--- src/rtl/sr_latch_arbiter.sv ---
// Round-robin arbiter sharing one SR latch between two requesters.
// Drives timed, mutually exclusive s/r pulses, waits a settle gap, then checks q.
module sr_latch_arbiter #(
  parameter int PULSE_W = 2,
  parameter int GAP_W   = 1,
  parameter int CNT_W   = 4
) (
  input  logic clk,
  input  logic reset,
  input  logic req_a_valid,
  input  logic req_a_op,
  output logic req_a_ready,
  input  logic req_b_valid,
  input  logic req_b_op,
  output logic req_b_ready,
  output logic s,
  output logic r,
  input  logic q,
  output logic done,
  output logic done_id,
  output logic err
);

  typedef enum logic [1:0] {
    ST_IDLE  = 2'd0,
    ST_PULSE = 2'd1,
    ST_GAP   = 2'd2,
    ST_CHECK = 2'd3
  } state_t;

  localparam logic [CNT_W-1:0] CNT_ZERO   = {CNT_W{1'b0}};
  localparam logic [CNT_W-1:0] CNT_ONE    = CNT_W'(1);
  localparam logic [CNT_W-1:0] PULSE_LOAD = CNT_W'(PULSE_W - 1);
  localparam logic [CNT_W-1:0] GAP_LOAD   = CNT_W'(GAP_W - 1);

  state_t           state_r, state_next_s;
  logic [CNT_W-1:0] cnt_r, cnt_next_s;
  logic             op_r, op_next_s;
  logic             owner_r, owner_next_s;
  logic             rr_ptr_r, rr_ptr_next_s;
  logic             s_r, s_next_s;
  logic             r_r, r_next_s;
  logic             done_r, done_next_s;
  logic             done_id_r, done_id_next_s;
  logic             err_r, err_next_s;
  logic             grant_a_s, grant_b_s;
  logic             acc_op_s;

  // Grant selection: only in IDLE, rr_ptr breaks ties (0=A, 1=B)
  always_comb begin
    grant_a_s = 1'b0;
    grant_b_s = 1'b0;
    if (state_r == ST_IDLE) begin
      if (req_a_valid && (!req_b_valid || !rr_ptr_r)) begin
        grant_a_s = 1'b1;
      end else if (req_b_valid) begin
        grant_b_s = 1'b1;
      end else begin
        grant_a_s = 1'b0;
        grant_b_s = 1'b0;
      end
    end else begin
      grant_a_s = 1'b0;
      grant_b_s = 1'b0;
    end
  end

  assign req_a_ready = grant_a_s;
  assign req_b_ready = grant_b_s;
  assign acc_op_s    = grant_b_s ? req_b_op : req_a_op;

  // Next-state, counter and registered-output decode
  always_comb begin
    state_next_s   = state_r;
    cnt_next_s     = cnt_r;
    op_next_s      = op_r;
    owner_next_s   = owner_r;
    rr_ptr_next_s  = rr_ptr_r;
    s_next_s       = 1'b0;
    r_next_s       = 1'b0;
    done_next_s    = 1'b0;
    done_id_next_s = done_id_r;
    err_next_s     = 1'b0;
    case (state_r)
      ST_IDLE: begin
        if (grant_a_s || grant_b_s) begin
          op_next_s     = acc_op_s;
          owner_next_s  = grant_b_s;
          rr_ptr_next_s = grant_a_s;
          state_next_s  = ST_PULSE;
          cnt_next_s    = PULSE_LOAD;
          s_next_s      = acc_op_s;
          r_next_s      = ~acc_op_s;
        end else begin
          state_next_s = ST_IDLE;
        end
      end
      ST_PULSE: begin
        if (cnt_r == CNT_ZERO) begin
          state_next_s = ST_GAP;
          cnt_next_s   = GAP_LOAD;
        end else begin
          cnt_next_s = cnt_r - CNT_ONE;
          s_next_s   = op_r;
          r_next_s   = ~op_r;
        end
      end
      ST_GAP: begin
        if (cnt_r == CNT_ZERO) begin
          state_next_s = ST_CHECK;
        end else begin
          cnt_next_s = cnt_r - CNT_ONE;
        end
      end
      ST_CHECK: begin
        // Result lands in the first IDLE cycle so a new grant can overlap it
        done_next_s    = 1'b1;
        done_id_next_s = owner_r;
        err_next_s     = (q != op_r);
        state_next_s   = ST_IDLE;
      end
      default: begin
        state_next_s = ST_IDLE;
        cnt_next_s   = CNT_ZERO;
      end
    endcase
  end

  // State and output registers with synchronous reset that aborts any operation
  always_ff @(posedge clk) begin
    if (reset) begin
      state_r   <= ST_IDLE;
      cnt_r     <= CNT_ZERO;
      op_r      <= 1'b0;
      owner_r   <= 1'b0;
      rr_ptr_r  <= 1'b0;
      s_r       <= 1'b0;
      r_r       <= 1'b0;
      done_r    <= 1'b0;
      done_id_r <= 1'b0;
      err_r     <= 1'b0;
    end else begin
      state_r   <= state_next_s;
      cnt_r     <= cnt_next_s;
      op_r      <= op_next_s;
      owner_r   <= owner_next_s;
      rr_ptr_r  <= rr_ptr_next_s;
      s_r       <= s_next_s;
      r_r       <= r_next_s;
      done_r    <= done_next_s;
      done_id_r <= done_id_next_s;
      err_r     <= err_next_s;
    end
  end

  assign s       = s_r;
  assign r       = r_r;
  assign done    = done_r;
  assign done_id = done_id_r;
  assign err     = err_r;

endmodule

--- config.mk ---
export PLATFORM = sky130hd
export DESIGN_NAME = sr_latch_arbiter
export DESIGN_NICKNAME = d
export VERILOG_FILES = /design/src/rtl/sr_latch_arbiter.sv
export SDC_FILE = /design/constraint.sdc
export NUM_CORES = 1
export LEC_CHECK = 0
export CAP_MARGIN = 20
export CORE_AREA = 10 10 47 49
export DETAILED_ROUTE_END_ITERATION = 6
export DIE_AREA = 0 0 57 59
export DONT_BUFFER_PORTS = 1
export MAX_ROUTING_LAYER = met4
export PLACE_DENSITY = 0.73
export SETUP_SLACK_MARGIN = 0.15
export SYNTH_ARGS = -nofsm -noshare
export SYNTH_HDL_FRONTEND = slang
export SYNTH_SLANG_ARGS = --single-unit
export TNS_END_PERCENT = 10
--- constraint.sdc ---
create_clock -name clk -period 2 [get_ports clk]
set_input_delay 0.4 -clock clk [delete_from_list [all_inputs] [get_ports clk]]
set_output_delay 0.4 -clock clk [all_outputs]
set_load 0.02 [all_outputs]
==> flow_summary.ini <==
[timing]
worstMarginPinSlew_ps = 409
drv_slew = 0
whs_ps = 151
finClkSkew_ps = 2.33
fmax_mhz = 549
fin_setup_tns_ps = 0
hold_viol_final = 0
fin_crit_sh = 0.911
period_needed_ps = 1820
rsz0062_at_grt = yes
slew_headroom = 0.727
setup_viol = 0

[clock_tree]
tritoncts = done
ctsHoldBuffers = 0
h-tree-depth = 1
insertion_delay_ps = 290
cts_made_buffers = 3
cts_sinks = 14
clkSlewWorstSetupHoldPaths_ps = 90
root_buffer = clkbuf_4
cts_max_path_buffers = 2

[logic_synthesis]
synth_xor_area_frac = 0.0116
synthTopCellsByArea = dfxtp_1 (37%), ha_1 (12%), inv_1 (5.5%)
synth-compound-area-share = 0.198
synth-simple-area-share = 0.196
synth_area_um2 = 753
synth_top_family_by_area = compound AO/OA/AOI/OAI gates
syn_nets = 98
ys_warn_count = 0
yosysUniqueCellTypes = 29
synth_top_area_share = 0.372
synth_top_cell_by_area = dfxtp_1
syn_inst = 84
ys_seq_elements = 14
synthMuxAreaShare = 0.0266
synth_fa_ha_area_frac = 0.116
syn_area_per_cell_um2 = 8.97
synth_seq_area_share = 0.372

[route]
drt_wl_total_um = 1670
vias_per_cell = 5.87
drt_iter0_markers = 21
routedWlPerCell_um = 15.5
drt_first_pass_iters = 4
detail-route-antenna-nets = 0
vias = 634
route.detailed.drc = 0

[global_route]
grt_pass1_vias = 558
grt_pass1_wl_um = 2600
grt_overflow = 0
gr-usage-all-layers = 0.101
grt_max_degree = 15
antenna_found_initial = 0

[placed_design]
place_congestion = 0.789
place_hpwl_um = 1130
dpl_cell_area_um2 = 762
port_buffers = 0

[floorplanning]
ios = 14
rows = 14
initial_core_util = 0.537
die_y_um = 59
fp.coreArea_mm2 = 0.00140
die_w_um = 57
die-area_mm2 = 0.00336

[flow_run]
drv_cap = 0

[worst_setup_path]
crit_arrival_ps = 2050
cp.buffers_inverters = 1
path_cells = inv_1 > ha_2 > nor3b_4 > a221o_1 > or4b_4 > a21oi_2
cp-end-kind = flip-flop
critPathMaxFanout = 5
slowest_stage = or4b_4
critPathKind = reg2reg
slowest_delay_ps = 500
start_kind = flip-flop
required_ps = 2230
critPathTopFamily = simple AND/OR/NAND/NOR gates

[power]
power_density_mw_per_mm2 = 1470
ir_drop_mv = 0.755
total_power_mw = 1.27
power.leakage_nw = 0.373

[finish]
n_antenna_cell = 0
drive_above_1_share = 0.217
finalInstanceArea_um2 = 868
mostFrequentLayoutCell = dfxtp_1
multiInputGateArea_um2 = 444
nets = 107
regArea_um2 = 282
fillCellCount = 115
utilization = 0.620
area_growth_pct = 15.3
layout_common_cells = dfxtp_1 (13), inv_1 (10), nor2_1 (9)

[worst_hold_path]
hold_class = in2reg

[run_status]
outcome = finished, final reports clean
-- timing repair --
action | CTS | global route
endpoints found under the setup margin | 2 | 3
endpoints found under the hold margin | 0 | 0
pin swaps | 0 | 3
gates resized for setup | 1 | 9
setup buffers | 0 | 5
-- worst paths after layout --
kind	startpoint	endpoint	slack, ps	depth (start not counted)
min reg2reg	cnt_r[0]	cnt_r[0]	510	2
max reg2reg	cnt_r[1]	cnt_r[1]	180	6
max	cnt_r[1]	cnt_r[1]	180	6
min	reset	cnt_r[1]	150	1
-- kinds of logic after synthesis --
kind of cell	Yosys count
AND/OR/NAND/NOR	27
flip-flops	14
adder cells (fa/ha/maj)	7
AO/OA/AOI/OAI	20
multiplexers	2
buffers and inverters	13
XOR/XNOR	1
-- sequential cells by signal, indices dropped and copies added, names as in the netlist --
name      flops
done_id       1
r             1
s             1
cnt_r         4
op_r          1
done          1
owner_r       1
rr_ptr_r      1
err           1
state_r       2
-- metrics by stage --
| stage | setup WS (ps) | std cells |
|---|---|---|
| final | 179 | 108 |
| after global routing | 97.9 | 108 |
| after CTS | 103 | 103 |
| after detailed placement | 179 | 99 |
| after global placement | 225 | 99 |
| after floorplan | 232 | 84 |
-- cell type report --
type | instances | area share
multi-input cells | 57 | 0.512
flip-flops and latches | 14 | 0.324
repair buffers | 6 | 0.0519
inverters | 11 | 0.0476
clock buffers | 4 | 0.0418
well taps | 16 | 0.0231
-- cell usage after synthesis, drive strengths merged --
master,count
a211oi,5
a21bo,1
a21o,1
a21oi,4
a221o,1
a22oi,1
a31oi,2
a32oi,1
and2,1
buf,2
dfxtp,14
ha,7
inv,11
mux2i,2
nand2,3
nand2b,1
nand3,1
nand4b,1
nor2,12
nor2b,3
nor3,1
nor3b,2
o32ai,4
or3b,1
or4b,1
xor2,1
-- routing by layer --
metal	track usage	share of wire	wire length (um)
met5	-	0	0
met3	0.0343	0.065	109
met1	0.104	0.41	686
met2	0.155	0.47	794
met4	0.0805	0.049	82
-- report_power, final --
part           switching [mW]  leakage [nW]  internal, mW
combinational           0.365         0.236         0.298
sequential             0.0588         0.115         0.342
clock                  0.0988        0.0210         0.111
total                   0.522         0.373         0.752
Power figures use the tool's default switching activity.
